--- src/rtl/line_buffer_ctrl_if.sv ---
// Signal bundle between the frame-timing source, the line shift RAM and the 3x3 matrix stage.
// The DUT side is the slave modport; the side that drives pixels and RAM taps is the master modport.
interface line_buffer_ctrl_if #(
    parameter int DATA_WIDTH = 8
);
    logic                  per_frame_vsync;
    logic                  per_frame_href;
    logic                  per_frame_clken;
    logic [DATA_WIDTH-1:0] per_img_data;
    logic                  ram_clken;
    logic [DATA_WIDTH-1:0] ram_shiftin;
    logic [DATA_WIDTH-1:0] ram_taps0x;
    logic [DATA_WIDTH-1:0] ram_taps1x;
    logic                  matrix_frame_vsync;
    logic                  matrix_frame_href;
    logic                  matrix_frame_clken;
    logic [DATA_WIDTH-1:0] matrix_row0;
    logic [DATA_WIDTH-1:0] matrix_row1;
    logic [DATA_WIDTH-1:0] matrix_row2;
    logic [10:0]           matrix_x;
    logic [10:0]           matrix_y;
    logic                  window_valid;
    logic                  line_err;

    modport slave (
        input  per_frame_vsync, per_frame_href, per_frame_clken, per_img_data,
        input  ram_taps0x, ram_taps1x,
        output ram_clken, ram_shiftin,
        output matrix_frame_vsync, matrix_frame_href, matrix_frame_clken,
        output matrix_row0, matrix_row1, matrix_row2, matrix_x, matrix_y,
        output window_valid, line_err
    );

    modport master (
        output per_frame_vsync, per_frame_href, per_frame_clken, per_img_data,
        output ram_taps0x, ram_taps1x,
        input  ram_clken, ram_shiftin,
        input  matrix_frame_vsync, matrix_frame_href, matrix_frame_clken,
        input  matrix_row0, matrix_row1, matrix_row2, matrix_x, matrix_y,
        input  window_valid, line_err
    );
endinterface

--- src/rtl/line_buffer_ctrl.sv ---
// Line shift-RAM sequencer: gates RAM shifts per in-frame pixel, presents an aligned 3-row column, 1-cycle latency.
// No backpressure; excess pixels are dropped. Optional line-length checker: LINE_BUF_CTRL_LEN_CHECK_EN.
module line_buffer_ctrl #(
    parameter int IMG_HDISP  = 640,
    parameter int IMG_VDISP  = 480,
    parameter int DATA_WIDTH = 8
) (
    input  logic              clk,
    input  logic              rst_n,
    line_buffer_ctrl_if.slave bus
);
    localparam logic [10:0] HDISP = 11'(IMG_HDISP);
    localparam logic [10:0] VDISP = 11'(IMG_VDISP);

    typedef enum logic [1:0] {IDLE, WAIT_LINE, ACTIVE, DONE} state_t;

    state_t                state_q, state_d;
    logic                  vs_edge_q, href_q, mvs_q, mclk_q;
    logic [10:0]           x_q, x_d, y_q, y_d, mx_q, my_q;
    logic [DATA_WIDTH-1:0] row0_q, row1_q, row2_q;
    logic                  vs_rise, vs_fall, href_fall;
    logic                  in_line, accept, frame_start, line_end;

    assign vs_rise   = bus.per_frame_vsync & ~vs_edge_q;
    assign vs_fall   = ~bus.per_frame_vsync & vs_edge_q;
    assign href_fall = ~bus.per_frame_href & href_q;

    always_ff @(posedge clk or negedge rst_n) begin
        if (!rst_n) state_q <= IDLE;
        else        state_q <= state_d;
    end

    always_comb begin
        state_d = state_q;
        if (vs_fall) begin
            state_d = IDLE;
        end else begin
            case (state_q)
                IDLE:      if (vs_rise) state_d = WAIT_LINE;
                WAIT_LINE: if (bus.per_frame_href) state_d = ACTIVE;
                ACTIVE:    if (href_fall) state_d = ((y_q + 11'd1) == VDISP) ? DONE : WAIT_LINE;
                default:   state_d = state_q;
            endcase
        end
    end

    always_comb begin
        in_line     = (state_q == WAIT_LINE) || (state_q == ACTIVE);
        accept      = bus.per_frame_clken & bus.per_frame_href & bus.per_frame_vsync
                      & in_line & (x_q < HDISP);
        frame_start = (state_q == IDLE) & vs_rise;
        line_end    = (state_q == ACTIVE) & href_fall;
    end

    assign bus.ram_clken   = accept;
    assign bus.ram_shiftin = bus.per_img_data;

    always_comb begin
        x_d = x_q;
        y_d = y_q;
        if (vs_fall || frame_start) begin
            x_d = '0;
            y_d = '0;
        end else if (line_end) begin
            x_d = '0;
            y_d = y_q + 11'd1;
        end else if (accept) begin
            x_d = x_q + 11'd1;
        end
    end

    // The edge register resets high so a reset taken mid-frame cannot see a fake vsync rise.
    always_ff @(posedge clk or negedge rst_n) begin
        if (!rst_n) begin
            vs_edge_q <= 1'b1;
            href_q    <= 1'b0;
            mvs_q     <= 1'b0;
            mclk_q    <= 1'b0;
            x_q       <= '0;
            y_q       <= '0;
            mx_q      <= '0;
            my_q      <= '0;
            row0_q    <= '0;
            row1_q    <= '0;
            row2_q    <= '0;
        end else begin
            vs_edge_q <= bus.per_frame_vsync;
            href_q    <= bus.per_frame_href;
            mvs_q     <= bus.per_frame_vsync;
            mclk_q    <= accept;
            x_q       <= x_d;
            y_q       <= y_d;
            if (accept) begin
                mx_q   <= x_q;
                my_q   <= y_q;
                row0_q <= bus.ram_taps1x;
                row1_q <= bus.ram_taps0x;
                row2_q <= bus.per_img_data;
            end
        end
    end

    assign bus.matrix_frame_vsync = mvs_q;
    assign bus.matrix_frame_href  = href_q;
    assign bus.matrix_frame_clken = mclk_q;
    assign bus.matrix_row0        = row0_q;
    assign bus.matrix_row1        = row1_q;
    assign bus.matrix_row2        = row2_q;
    assign bus.matrix_x           = mx_q;
    assign bus.matrix_y           = my_q;
    assign bus.window_valid       = mclk_q & (my_q >= 11'd2);

`ifdef LINE_BUF_CTRL_LEN_CHECK_EN
    logic [10:0] strb_q, strb_d;
    logic        err_q, err_d;
    logic        strobe;

    // Counts every qualified strobe, including the ones dropped past the line length.
    always_comb begin
        strobe = bus.per_frame_clken & bus.per_frame_href & bus.per_frame_vsync & in_line;
        strb_d = strb_q;
        err_d  = err_q;
        if (vs_fall || frame_start || line_end) strb_d = '0;
        else if (strobe && (strb_q != 11'h7FF)) strb_d = strb_q + 11'd1;
        if (frame_start) err_d = 1'b0;
        else if (line_end && (strb_q != HDISP)) err_d = 1'b1;
    end

    always_ff @(posedge clk or negedge rst_n) begin
        if (!rst_n) begin
            strb_q <= '0;
            err_q  <= 1'b0;
        end else begin
            strb_q <= strb_d;
            err_q  <= err_d;
        end
    end

    assign bus.line_err = err_q;
`else
    assign bus.line_err = 1'b0;
`endif
endmodule

--- src/flat_wrapper.sv ---
// flat-port wrapper written by rule: the top's interface ports become plain ports
module line_buffer_ctrl_flat 
#(
    parameter int IMG_HDISP  = 640,
    parameter int IMG_VDISP  = 480,
    parameter int DATA_WIDTH = 8
)
  (clk, rst_n, bus_per_frame_vsync, bus_per_frame_href, bus_per_frame_clken, bus_per_img_data, bus_ram_taps0x, bus_ram_taps1x, bus_ram_clken, bus_ram_shiftin, bus_matrix_frame_vsync, bus_matrix_frame_href, bus_matrix_frame_clken, bus_matrix_row0, bus_matrix_row1, bus_matrix_row2, bus_matrix_x, bus_matrix_y, bus_window_valid, bus_line_err);
  line_buffer_ctrl_if #(.DATA_WIDTH(DATA_WIDTH)) bus_i ();
  input  logic clk;
  input  logic rst_n;
  input wire logic [$bits(bus_i.per_frame_vsync)-1:0] bus_per_frame_vsync;
  input wire logic [$bits(bus_i.per_frame_href)-1:0] bus_per_frame_href;
  input wire logic [$bits(bus_i.per_frame_clken)-1:0] bus_per_frame_clken;
  input wire logic [$bits(bus_i.per_img_data)-1:0] bus_per_img_data;
  input wire logic [$bits(bus_i.ram_taps0x)-1:0] bus_ram_taps0x;
  input wire logic [$bits(bus_i.ram_taps1x)-1:0] bus_ram_taps1x;
  output wire logic [$bits(bus_i.ram_clken)-1:0] bus_ram_clken;
  output wire logic [$bits(bus_i.ram_shiftin)-1:0] bus_ram_shiftin;
  output wire logic [$bits(bus_i.matrix_frame_vsync)-1:0] bus_matrix_frame_vsync;
  output wire logic [$bits(bus_i.matrix_frame_href)-1:0] bus_matrix_frame_href;
  output wire logic [$bits(bus_i.matrix_frame_clken)-1:0] bus_matrix_frame_clken;
  output wire logic [$bits(bus_i.matrix_row0)-1:0] bus_matrix_row0;
  output wire logic [$bits(bus_i.matrix_row1)-1:0] bus_matrix_row1;
  output wire logic [$bits(bus_i.matrix_row2)-1:0] bus_matrix_row2;
  output wire logic [$bits(bus_i.matrix_x)-1:0] bus_matrix_x;
  output wire logic [$bits(bus_i.matrix_y)-1:0] bus_matrix_y;
  output wire logic [$bits(bus_i.window_valid)-1:0] bus_window_valid;
  output wire logic [$bits(bus_i.line_err)-1:0] bus_line_err;
  assign bus_i.per_frame_vsync = bus_per_frame_vsync;
  assign bus_i.per_frame_href = bus_per_frame_href;
  assign bus_i.per_frame_clken = bus_per_frame_clken;
  assign bus_i.per_img_data = bus_per_img_data;
  assign bus_i.ram_taps0x = bus_ram_taps0x;
  assign bus_i.ram_taps1x = bus_ram_taps1x;
  assign bus_ram_clken = bus_i.ram_clken;
  assign bus_ram_shiftin = bus_i.ram_shiftin;
  assign bus_matrix_frame_vsync = bus_i.matrix_frame_vsync;
  assign bus_matrix_frame_href = bus_i.matrix_frame_href;
  assign bus_matrix_frame_clken = bus_i.matrix_frame_clken;
  assign bus_matrix_row0 = bus_i.matrix_row0;
  assign bus_matrix_row1 = bus_i.matrix_row1;
  assign bus_matrix_row2 = bus_i.matrix_row2;
  assign bus_matrix_x = bus_i.matrix_x;
  assign bus_matrix_y = bus_i.matrix_y;
  assign bus_window_valid = bus_i.window_valid;
  assign bus_line_err = bus_i.line_err;
  line_buffer_ctrl #(.IMG_HDISP(IMG_HDISP), .IMG_VDISP(IMG_VDISP), .DATA_WIDTH(DATA_WIDTH)) u_core (.clk(clk), .rst_n(rst_n), .bus(bus_i));
endmodule
--- config.mk ---
export PLATFORM = sky130hd
export DESIGN_NAME = line_buffer_ctrl_flat
export DESIGN_NICKNAME = d
export VERILOG_FILES = /design/src/rtl/line_buffer_ctrl_if.sv /design/src/rtl/line_buffer_ctrl.sv /design/src/flat_wrapper.sv
export SDC_FILE = /design/constraint.sdc
export NUM_CORES = 1
export LEC_CHECK = 0
export CAP_MARGIN = 20
export CORE_ASPECT_RATIO = 0.8
export CORE_MARGIN = 2
export CORE_UTILIZATION = 39
export CTS_BUF_LIST = sky130_fd_sc_hd__clkbuf_16
export CTS_CLUSTER_DIAMETER = 50
export DETAILED_ROUTE_END_ITERATION = 7
export MAX_ROUTING_LAYER = met4
export PLACE_DENSITY_LB_ADDON = 0.2
export SETUP_SLACK_MARGIN = 0.5
export SLEW_MARGIN = 15
export SYNTH_ARGS = -nofsm -noshare
export SYNTH_HDL_FRONTEND = slang
export SYNTH_SLANG_ARGS = --single-unit
--- constraint.sdc ---
create_clock -name clk -period 5.5 [get_ports clk]
set_input_delay 0.825 -clock clk [delete_from_list [all_inputs] [get_ports clk]]
set_output_delay 0.825 -clock clk [all_outputs]
set_load 0.01 [all_outputs]
* Word level (Yosys, flattened, before mapping) *
Index checks and enable logic that the tools add are counted.
Widths: inputs -> output; s select.

word-level totals
  logic and storage cells = 53
  latch bits = 0
  register bits after elaboration = 74
  input port bits = 29
  memories = 0
  memory bits (read-only) = 0
  RAM bits = 0
  output and inout port bits = 60

cells by class
  add/sub/neg operators = 2
  bitwise operators = 13
  div/mod/pow operators = 0
  reductions and logical operators = 7
  equal/unequal tests = 6
  multipliers = 0
  order comparisons = 2
  shift-type cells = 0
  multiplexer cells = 11

operators by type and width
  cell                   count
  $mux 11                5
  $add 11x1->11 const B  2
  $eq 11x9->1 const B    1
  $ge 11x2->1 const B    1
  $lt 11x10->1 const B   1
  $and 1x1->1            10
  $mux 2                 5
  $ne 3x1->1 const B     2
  $pmux 2 s3             1
  $reduce_and 4->1       1
  $reduce_bool 4->1      1
  $ne 3x2->1 const B     1
  $not 1->1              3
  $reduce_bool 3->1      1
  $eq 2x1->1 const B     1
  $eq 2x2->1 const B     1
  $logic_not 2->1        1
  $logic_or 1x1->1       2
  $reduce_bool 2->1      1

* Logic depth before layout (Yosys ltp) *
Gate-level depths: netlist (run 1).

  word-level depth = 7
  mapped depth = 10
  gate-level depth less buffers = 8

* Least setup slack after synthesis (run 1) *
OpenSTA, ideal clock, no wires.

  kind = input -> output
  start point = input port bus_per_frame_clken
  end point = output port bus_ram_clken
  slack = 2876 ps
  required time = 4675 ps
  cell stages on the path = 6
  buffers on the path = 3
  arrival time = 1799 ps
  cell sequence = nand4_1 -> or3_1 -> buf_6 -> inv_6 -> buf_2 -> buf_2

on the way
  word-level cells in the longest chain between the ends = 4

RTL lines
  item                       RTL line                text
  from (decl)                flat_wrapper.sv:14      input wire logic [$bits(bus_i.per_frame_clken)-1:0] bus_per_frame_clken;
  $and 1x1->1 (2 in series)  line_buffer_ctrl.sv:49  accept = bus.per_frame_clken & bus.per_frame_href & bus.per_frame_vsync
  $and 1x1->1 (2 in series)  line_buffer_ctrl.sv:50  & in_line & (x_q < HDISP);
  to (decl)                  flat_wrapper.sv:18      output wire logic [$bits(bus_i.ram_clken)-1:0] bus_ram_clken;

No other way between the ends.

* Worst setup path in the final report (run 1) *
  start point = input port bus_per_frame_href
  end point = output port bus_ram_clken

on the way
  word-level cells in the longest chain between the ends = 4

RTL lines
  item                       RTL line                text
  from (decl)                flat_wrapper.sv:13      input wire logic [$bits(bus_i.per_frame_href)-1:0] bus_per_frame_href;
  $and 1x1->1 (2 in series)  line_buffer_ctrl.sv:49
  $and 1x1->1 (2 in series)  line_buffer_ctrl.sv:50

No other way between the ends.

==> impl_results.md, run 1 <==
- Final HPWL DP: 4880 µm
- Fmax: 0.230 GHz
- Residual DRC count: 0
- Largest net degree at the start of global routing: 75
- Number of global-route vias before repair: 2592
- CTS Hold Bufs: 0
- Reg area: 0.00185 mm²
- Least-Margin Pin Slew: 1000 ps
- Area occupied by multi-input gates: 0.00128 mm²
- Postcts setup bufs: 0
- Post-Place Cells: 541
- Final setup fails: 0
- Clock sinks: 74
- Vias: 2606
- Synth Instances: 368
- Initial antenna violation count: 0
- Fin crit share: 78.9%
- Post-Synth Simple-Gate Area: 27.1%
- Post-cts resize count: 0
- Clock Pin Slew Worst Setup and Hold Paths: 50 ps
- Smallest hold slack: 470 ps
- Mean routed wirelength per cell: 13.3 µm
- Crit Path Class: primary input to primary output
- Drt total wl: 7370 µm
- Sequential element share of the synthesized area: 55.8%
- Non-Filler Cell Area, Final: 0.00449 mm²
- Met3 WL: 311 µm
- Arr. time, crit path: 3520 ps
- Num CTS Buffers: 9
- Synthesized area: 0.00332 mm²
- Mux cell area share after synthesis: 0%
- Pleak: 2.10 nW
- Num rows: 30
- Antenna diodes: 0
- Power per cell area: 388 mW/mm²
- H-tree lvl count: 3
- CTS tree: built
- Total grt overflow: 0
- Setup TNS: 0 ps
- Top Metal Used: met4
- Distinct cells, synth: 38
- Io pins: 89
- Power, Total: 1.74 mW
- GRT Total Usage: 17.5%
- Main combinational cell family by area after synthesis: simple AND/OR/NAND/NOR gates
- CTS root buf: clkbuf_16
- Share of layout cells above drive strength 1: 4.50%
- Ys Warns: 0
- Syn_area_per_cell: 9.02 µm²
- RSZ-0062 raised after global routing: no
- Min Tclk post-route: 4340 ps
- Leading cell type in the layout, fill and taps excluded: nand2_1
- Top_reg_cell synth: dfrtp_1
- Hold crit path type: register to register
- # nets final: 476
- Final Wtd Congestion: 0.800
- Area growth syn-to-layout: 35.3%
- Final Skew: 6.70 ps
- EDFF count, synth: 0
- Critical path capture point type: primary output
- Xor/xnor share of the synthesized area: 4.22%
- Max-cap violations: 0
- Fin. Hold Viols: 0
- First drt pass iteration count: 4
- Async S/R FF share, synth: 100%
- Initial Utilization: 39.7%
- Pre-CTS WS: 1120 ps
- Synth Area in Adders: 2.64%
- Via density per instance: 4.69
- Syn nets: 404
- Finished Core Util: 53.7%
- Register bit total from synthesis: 74
- Placed Area: 0.00418 mm²
- Max-slew headroom: 32.9%
- Startpoint types: primary input
- Longest Clk Path Bufs: 2
- Most frequent cells in the layout: nand2_1, clkdlybuf4s50_1, dfrtp_1, nor2_1, xor2_1
- Met2 WL: 3370 µm
- Die Ht: 86.5 µm
- Outcome: complete, no violations
- Peak supply drop: 0.000239 V
- Post-route ant nets: 0
- Worst setup margin: 1160 ps
- Layout Cells excl Fill: 556
- Max Slew Vio Count: 0
- Detailed Route Iter0 Violations: 89
- Die Area: 0.00927 mm²
- First-pass GRT wire length: 12300 µm
- IO Port Bufs: 87
- Routed length on met1: 3600 µm
- Worst-skew pair later-pin latency: 330 ps
- Area of the core: 0.00837 mm²
- CP max FO: 52
- Die width: 107 µm
- R2R Setup Slk: 2410 ps
- Synth Area in Compound Gates: 4.49%
- Crit path required time: 4680 ps
- Final-layout fill cell count: 765
==> logic make-up (layout without fill, tap and decap cells) <==
| group | count (synthesis) | count (layout) |
|---|---|---|
| AOI/OAI and AO/OA | 25 | 25 |
| xor gates and xnor gates | 16 | 16 |
| adders and majority gates | 7 | 7 |
| buffers and inverters | 35 | 111 |
| DFF | 74 | 74 |
| other | 1 | 1 |
| and+or+nand+nor | 210 | 210 |
==> per-layer routing <==
metal / track usage [%] / vias to the layer above
li1: - / 1313
met1: 23.5 / 1239
met2: 25.7 / 47
met3: 4.96 / 7
met4: 5.90 / 0
met5: - / -
==> power by group <==
group | internal (mW) | switching [mW] | leakage, nW
combinational | 0.228 | 0.213 | 0.960
clock | 0.392 | 0.218 | 0.149
sequential | 0.639 | 0.0548 | 0.990
==> worst paths after layout <==
path                                                       startpoint                                       to  cells after the start
min in group asynchronous                                       rst_n  u_core.bus.matrix_frame_vsync$_DFF_PN0_                      1
worst max-delay path                               bus_per_frame_href                            bus_ram_clken                      5
worst min-delay path            u_core.bus.matrix_row1[1]$_DFFE_PN0P_    u_core.bus.matrix_row1[1]$_DFFE_PN0P_                      2
max in group asynchronous                                       rst_n    u_core.bus.matrix_row1[5]$_DFFE_PN0P_                      1
worst max register to register          u_core.state_q[0]$_DFFE_PN0P_                u_core.x_q[9]$_DFFE_PN0P_                      8
worst min register to register  u_core.bus.matrix_row1[1]$_DFFE_PN0P_    u_core.bus.matrix_row1[1]$_DFFE_PN0P_                      2
==> critical path: stages <==
cell,delay (ps)
clkdlybuf4s50_1,570
nand4_1,110
or3_2,860
inv_6,510
clkdlybuf4s50_1,630
==> sequential cells by signal (all words and copies together), names as in the netlist <==
signal and cells:
u_core.bus.matrix_row2 8, u_core.state_q 2, u_core.vs_edge_q 1, u_core.bus.matrix_row1 8, u_core.bus.matrix_x 11, u_core.bus.matrix_y 11
u_core.bus.matrix_frame_clken 1, u_core.bus.matrix_frame_href 1, u_core.bus.matrix_frame_vsync 1, u_core.bus.matrix_row0 8, u_core.x_q 11, u_core.y_q 11
==> cell usage after synthesis (2+ instances only) <==
cell	n	area, µm²
nor3_1	4	20.0
nand4_1	9	56.3
nor3b_1	2	15.0
o21ai_0	7	35.0
and3_1	2	12.5
a21oi_1	9	45.0
clkbuf_1	10	37.5
nor4_1	3	18.8
xnor2_1	6	52.6
buf_4	9	67.6
nand2_1	146	548
ha_1	7	87.6
nand2b_1	3	18.8
nand3_1	4	20.0
a31oi_1	2	12.5
buf_2	6	30.0
nor2_1	24	90.1
inv_1	8	30.0
xor2_1	10	87.6
dfrtp_1	73	1830
or3_1	6	37.5
nand3b_1	2	15.0
==> area by class of cell <==
class                           count  share of cell area [%]
Clock buffer                        9                    5.01
Sequential cell                    74                    41.3
Inverter                            9                   0.864
Tap cell                          112                    3.12
Multi-Input combinational cell    259                    28.6
Timing Repair Buffer               87                    19.3
Clock inverter                      6                    1.87
Note: power is estimated with default switching activity, not from simulation.
==> run 2: changes to the inputs <==
==> constraint.sdc (replaced) <==
create_clock -name clk -period 4 [get_ports clk]
set_input_delay 0.6 -clock clk [delete_from_list [all_inputs] [get_ports clk]]
set_output_delay 0.6 -clock clk [all_outputs]
set_load 0.01 [all_outputs]
==> impl_results.md, run 2 (synthesized netlist as in run 1, its figures left out) <==
- Vias: 2603 (-0.12%)
- Num CTS Buffers: 9 (unchanged)
- Initial antenna violation count: 0 (unchanged)
- Leading cell type in the layout, fill and taps excluded: nand2_1
- Power per cell area: 520 mW/mm² (+34%)
- Area of the core: 0.00837 mm² (unchanged)
- CP max FO: 6 (-88%)
- GRT busiest layer: met2
- Critical path capture point type: primary output
- Crit Path Class: primary input to primary output
- Largest net degree at the start of global routing: 75 (unchanged)
- GRT Total Usage: 17.6% (+0.068 points)
- First-pass GRT wire length: 12300 µm (-0.23%)
- Max-cap violations: 0 (unchanged)
- Arr. time, crit path: 2430 ps (-1090 ps)
- Share of layout cells above drive strength 1: 5.13% (+0.63 points)
- Least-Margin Pin Slew: 926 ps (-79.2 ps)
- Post-route ant nets: 0 (unchanged)
- Met3 GRT Util: 5.04% (+0.075 points)
- Reg area: 0.00185 mm² (unchanged)
- First drt pass iteration count: 5 (+1)
- Postcts setup bufs: 0 (unchanged)
- Final HPWL DP: 4840 µm (-0.90%)
- Crit path required time: 3400 ps (-1280 ps)
- CTS root buf: clkbuf_16
- Longest Clk Path Bufs: 2 (unchanged)
- Mean routed wirelength per cell: 13.1 µm (-1.5%)
- RSZ-0062 raised after global routing: no
- H-tree lvl count: 3 (unchanged)
- Post-cts resize count: 0 (unchanged)
- Final Skew: 3.72 ps (-2.98 ps)
- Fmax: 0.330 GHz
- Initial Utilization: 39.7% (unchanged)
- Antenna diodes: 0 (unchanged)
- Pre-CTS WS: 849 ps (-273 ps)
- Io pins: 89 (unchanged)
- Via density per instance: 4.65 (-0.83%)
- Clock sinks: 74 (unchanged)
- Hold crit path type: primary input to async pin
- Area growth syn-to-layout: 35.4% (about the same)
- R2R Setup Slk: 1220 ps (-1190 ps)
- Min Tclk post-route: 3030 ps
- Worst-skew pair later-pin latency: 330 ps (about the same)
- Fin. Hold Viols: 0 (unchanged)
- Met1 usage: 23.9% (+0.41 points)
- Drt total wl: 7310 µm (-0.79%)
- Peak supply drop: 0.000294 V (+23%)
- CTS tree: built
- Final setup fails: 0 (unchanged)
- Pleak: 2.11 nW (+0.46%)
- Met2 Usage GRT: 24.6% (-1.1 points)
- IO Port Bufs: 87 (unchanged)
- Num rows: 30 (unchanged)
- Residual DRC count: 0 (unchanged)
- Die Area: 0.00927 mm² (unchanged)
- Detailed Route Iter0 Violations: 128 (+44%)
- Startpoint types: primary input
- Max Slew Vio Count: 0 (unchanged)
- Final-layout fill cell count: 772 (+0.92%)
- Die Ht: 86.5 µm (unchanged)
- # nets final: 479 (+0.63%)
- Max-slew headroom: 38.3% (+5.4 points)
- Most frequent cells in the layout: nand2_1, clkdlybuf4s50_1, dfrtp_1, nor2_1
- Setup TNS: 0 ps (unchanged)
- Number of global-route vias before repair: 2504 (-3.4%)
- Die width: 107 µm (unchanged)
- Total grt overflow: 0 (unchanged)
- Worst setup margin: 968 ps (-190 ps)
- Area occupied by multi-input gates: 0.00128 mm² (unchanged)
- CTS Hold Bufs: 0 (unchanged)
- Fin crit share: 75.8%
- Final Wtd Congestion: 0.821 (+2.6%)
- Outcome: complete, no violations
- Clock Pin Slew Worst Setup and Hold Paths: 60 ps (about the same)
## run 2: cell types whose count changed in the layout (fill, tap and decap cells not counted), sizes merged
| cell | previous run | this run |
|---|---|---|
| buf | 1 | 4 |
| bufinv | 2 | 1 |
| clkinv | 1 | 2 |
| inv | 10 | 11 |
## run 2: layout make-up
class / count / share of cell area (%)
Inverter: 9 / 0.863
Sequential cell: 74 / 41.2
Multi-Input combinational cell: 259 / 28.5
Clock inverter: 7 / 1.39
Timing Repair Buffer: 90 / 19.8
Clock buffer: 9 / 5.01
Tap cell: 112 / 3.12
## run 2: layer usage
metal | part of all wire (%) | up-vias
met5 | 0 | -
met4 | 1.3 | 0
met3 | 4.9 | 9
met2 | 45 | 62
met1 | 49 | 1212
li1 | - | 1320
## run 2: through the flow
stage	util [%]	instance area [µm²]	hold slack (ps)	power, mW	instances
after floorplan	-	3320	304	1.24	368
after global placement	50.2	4210	458	1.57	544
after detailed placement	50.2	4210	461	1.59	544
after CTS	53.7	4490	441	2.37	560
after global routing	53.7	4490	487	2.47	560
final	53.7	4490	396	2.34	560
## run 2: final timing paths
check                                                      startpoint                                      end  cells past startpoint
worst max-delay path                               bus_per_frame_href                            bus_ram_clken                      5
worst min-delay path                                            rst_n  u_core.bus.matrix_frame_vsync$_DFF_PN0_                      1
worst max register to register          u_core.state_q[0]$_DFFE_PN0P_                u_core.x_q[8]$_DFFE_PN0P_                      9
worst min register to register  u_core.bus.matrix_row0[1]$_DFFE_PN0P_    u_core.bus.matrix_row0[1]$_DFFE_PN0P_                      2
max in group asynchronous                                       rst_n       u_core.bus.matrix_y[2]$_DFFE_PN0P_                      1
min in group clk                u_core.bus.matrix_row0[1]$_DFFE_PN0P_    u_core.bus.matrix_row0[1]$_DFFE_PN0P_                      2
## run 2: worst max-delay path, cell delays in order
cell	delay [ps]
clkdlybuf4s50_1	550
nand4_1	130
or3_2	490
inv_6	70
clkdlybuf4s50_1	590
## run 2: power by group
group          internal, mW  switching [mW]  total, mW
Combinational         0.320           0.294      0.614
Sequential            0.878          0.0739      0.952
Clock                 0.475           0.296      0.771
Total                  1.67           0.664       2.34
==> run 3: changes to the inputs <==
==> constraint.sdc (replaced) <==
create_clock -name clk -period 2.6 [get_ports clk]
set_input_delay 0.39 -clock clk [delete_from_list [all_inputs] [get_ports clk]]
set_output_delay 0.39 -clock clk [all_outputs]
set_load 0.01 [all_outputs]
==> impl_results.md, run 3 (synthesized netlist as in run 1, its figures left out) <==
- Crit Path Class: register to primary output
- Setup TNS: 0 ps (unchanged)
- Via density per instance: 4.78 (+2.8%)
- Mean routed wirelength per cell: 13.0 µm (-0.79%)
- Pleak: 2.16 nW (+2.5%)
- Startpoint types: register
- Clock sinks: 74 (unchanged)
- Least-Margin Pin Slew: 927 ps (+1.16 ps)
- Finished Core Util: 54.9% (+1.3 points)
- Leading cell type in the layout, fill and taps excluded: nand2_1
- Final setup fails: 0 (unchanged)
- CTS root buf: clkbuf_16
- Final-layout fill cell count: 782 (+1.3%)
- Initial Utilization: 39.7% (unchanged)
- Area of the core: 0.00837 mm² (unchanged)
- Vias: 2715 (+4.3%)
- Hold crit path type: primary input to async pin
- Num CTS Buffers: 9 (unchanged)
- First drt pass iteration count: 5 (unchanged)
- Outcome: complete, no violations
- CP max FO: 4 (-2)
- Area growth syn-to-layout: 38.6%
- Fin. Hold Viols: 0 (unchanged)
- Final Wtd Congestion: 0.827 (+0.74%)
- Final Skew: 5.00 ps (+1.28 ps)
- Number of global-route vias before repair: 2638 (+5.4%)
- Max-slew headroom: 38.2% (-0.078 points)
- Worst setup margin: 500 ps (-468 ps)
- Share of layout cells above drive strength 1: 8.55% (+3.4 points)
- Most frequent cells in the layout: nand2_1, clkdlybuf4s50_1, dfrtp_1, nor2_1
- Fin crit share: 80.8%
- Arr. time, crit path: 1710 ps (-720 ps)
- Residual DRC count: 0 (unchanged)
- Max-cap violations: 0 (unchanged)
- Largest net degree at the start of global routing: 75 (unchanged)
- Placed Area: 0.00424 mm² (+0.71%)
- CTS Hold Bufs: 0 (unchanged)
- Non-Filler Cell Area, Final: 0.00460 mm² (+2.4%)
- Worst-skew pair later-pin latency: 330 ps (about the same)
- H-tree lvl count: 3 (unchanged)
- Total grt overflow: 0 (unchanged)
- Detailed Route Iter0 Violations: 91 (-29%)
- Io pins: 89 (unchanged)
- GRT Total Usage: 17.9% (+0.29 points)
- RSZ-0062 raised after global routing: yes
- Power per cell area: 803 mW/mm² (+54%)
- First-pass GRT wire length: 12600 µm (+2.2%)
- Pre-CTS WS: 94.6 ps (-754 ps)
- Num rows: 30 (unchanged)
- Clock Pin Slew Worst Setup and Hold Paths: 60 ps (about the same)
- Fmax: 0.476 GHz
- Max Slew Vio Count: 0 (unchanged)
- Post-route ant nets: 0 (unchanged)
- Die Area: 0.00927 mm² (unchanged)
- IO Port Bufs: 87 (unchanged)
- Final HPWL DP: 4920 µm (+1.7%)
- Peak supply drop: 0.000418 V (+42%)
- CTS tree: built
- Crit path required time: 2210 ps (-1190 ps)
- Drt total wl: 7360 µm (+0.63%)
- Longest Clk Path Bufs: 2 (unchanged)
- # nets final: 487 (+1.7%)
- Die Ht: 86.5 µm (unchanged)
- Die width: 107 µm (unchanged)
- Min Tclk post-route: 2100 ps
- Initial antenna violation count: 0 (unchanged)
- Antenna diodes: 0 (unchanged)
- Critical path capture point type: primary output
-- run 3: timing repair --
item | 4_1_cts | 5_1_grt
pin swaps | 7 | 1
endpoints found under the setup margin | 17 | 11
gates resized for setup | 10 | 6
buffers inserted | 3 | 1
-- run 3: layer usage --
layer | global-route usage, % | share of wire (%) | vias up
li1 | - | - | 1335
met1 | 24.6 | 48 | 1303
met2 | 25.5 | 45 | 71
met3 | 5.26 | 6.1 | 6
met4 | 5.67 | 1.1 | 0
met5 | - | 0 | -
-- run 3: path summary, 6_finish.rpt --
check	startpoint	end	slack, ps	cells after the start
max in group asynchronous	rst_n	u_core.y_q[8]$_DFFE_PN0P_	1790	1
worst max-delay path	u_core.state_q[0]$_DFFE_PN0P_	bus_ram_clken	500	6
min in group clk	u_core.bus.matrix_x[2]$_DFFE_PN0P_	u_core.bus.matrix_x[2]$_DFFE_PN0P_	470	2
worst min register to register	u_core.bus.matrix_x[2]$_DFFE_PN0P_	u_core.bus.matrix_x[2]$_DFFE_PN0P_	470	2
worst max register to register	u_core.state_q[0]$_DFFE_PN0P_	u_core.x_q[9]$_DFFE_PN0P_	530	9
worst min-delay path	rst_n	u_core.bus.matrix_y[1]$_DFFE_PN0P_	200	1
-- run 3: critical path: stages, from the launching register on --
cell,delay [ps]
dfrtp_1,370
inv_2,60
ha_4,270
nand4_1,110
or3_4,380
inv_6,90
buf_6,100
-- run 3: stage by stage --
stage / hold WS, ps / total power [mW] / instances
2_1_floorplan: 94.4 / 1.91 / 368
3_3_place_gp: 457 / 2.43 / 548
3_5_place_dp: 461 / 2.44 / 548
4_1_cts: 239 / 3.71 / 567
5_1_grt: 280 / 3.92 / 568
6_report: 200 / 3.69 / 568
-- run 3: power by group --
part	switching [mW]	leakage (nW)	internal, mW
combinational	0.479	1.03	0.543
sequential	0.113	0.990	1.35
clock	0.466	0.139	0.740
total	1.06	2.16	2.63
-- run 3: cell type report --
type	instances	area, µm²	area share (%)
Clock inverter	7	70.1	1.52
Multi-Input combinational cell	259	1310	28.6
Clock buffer	9	225	4.90
Inverter	9	38.8	0.843
Sequential cell	74	1850	40.3
Timing Repair Buffer	98	958	20.8
Tap cell	112	140	3.05
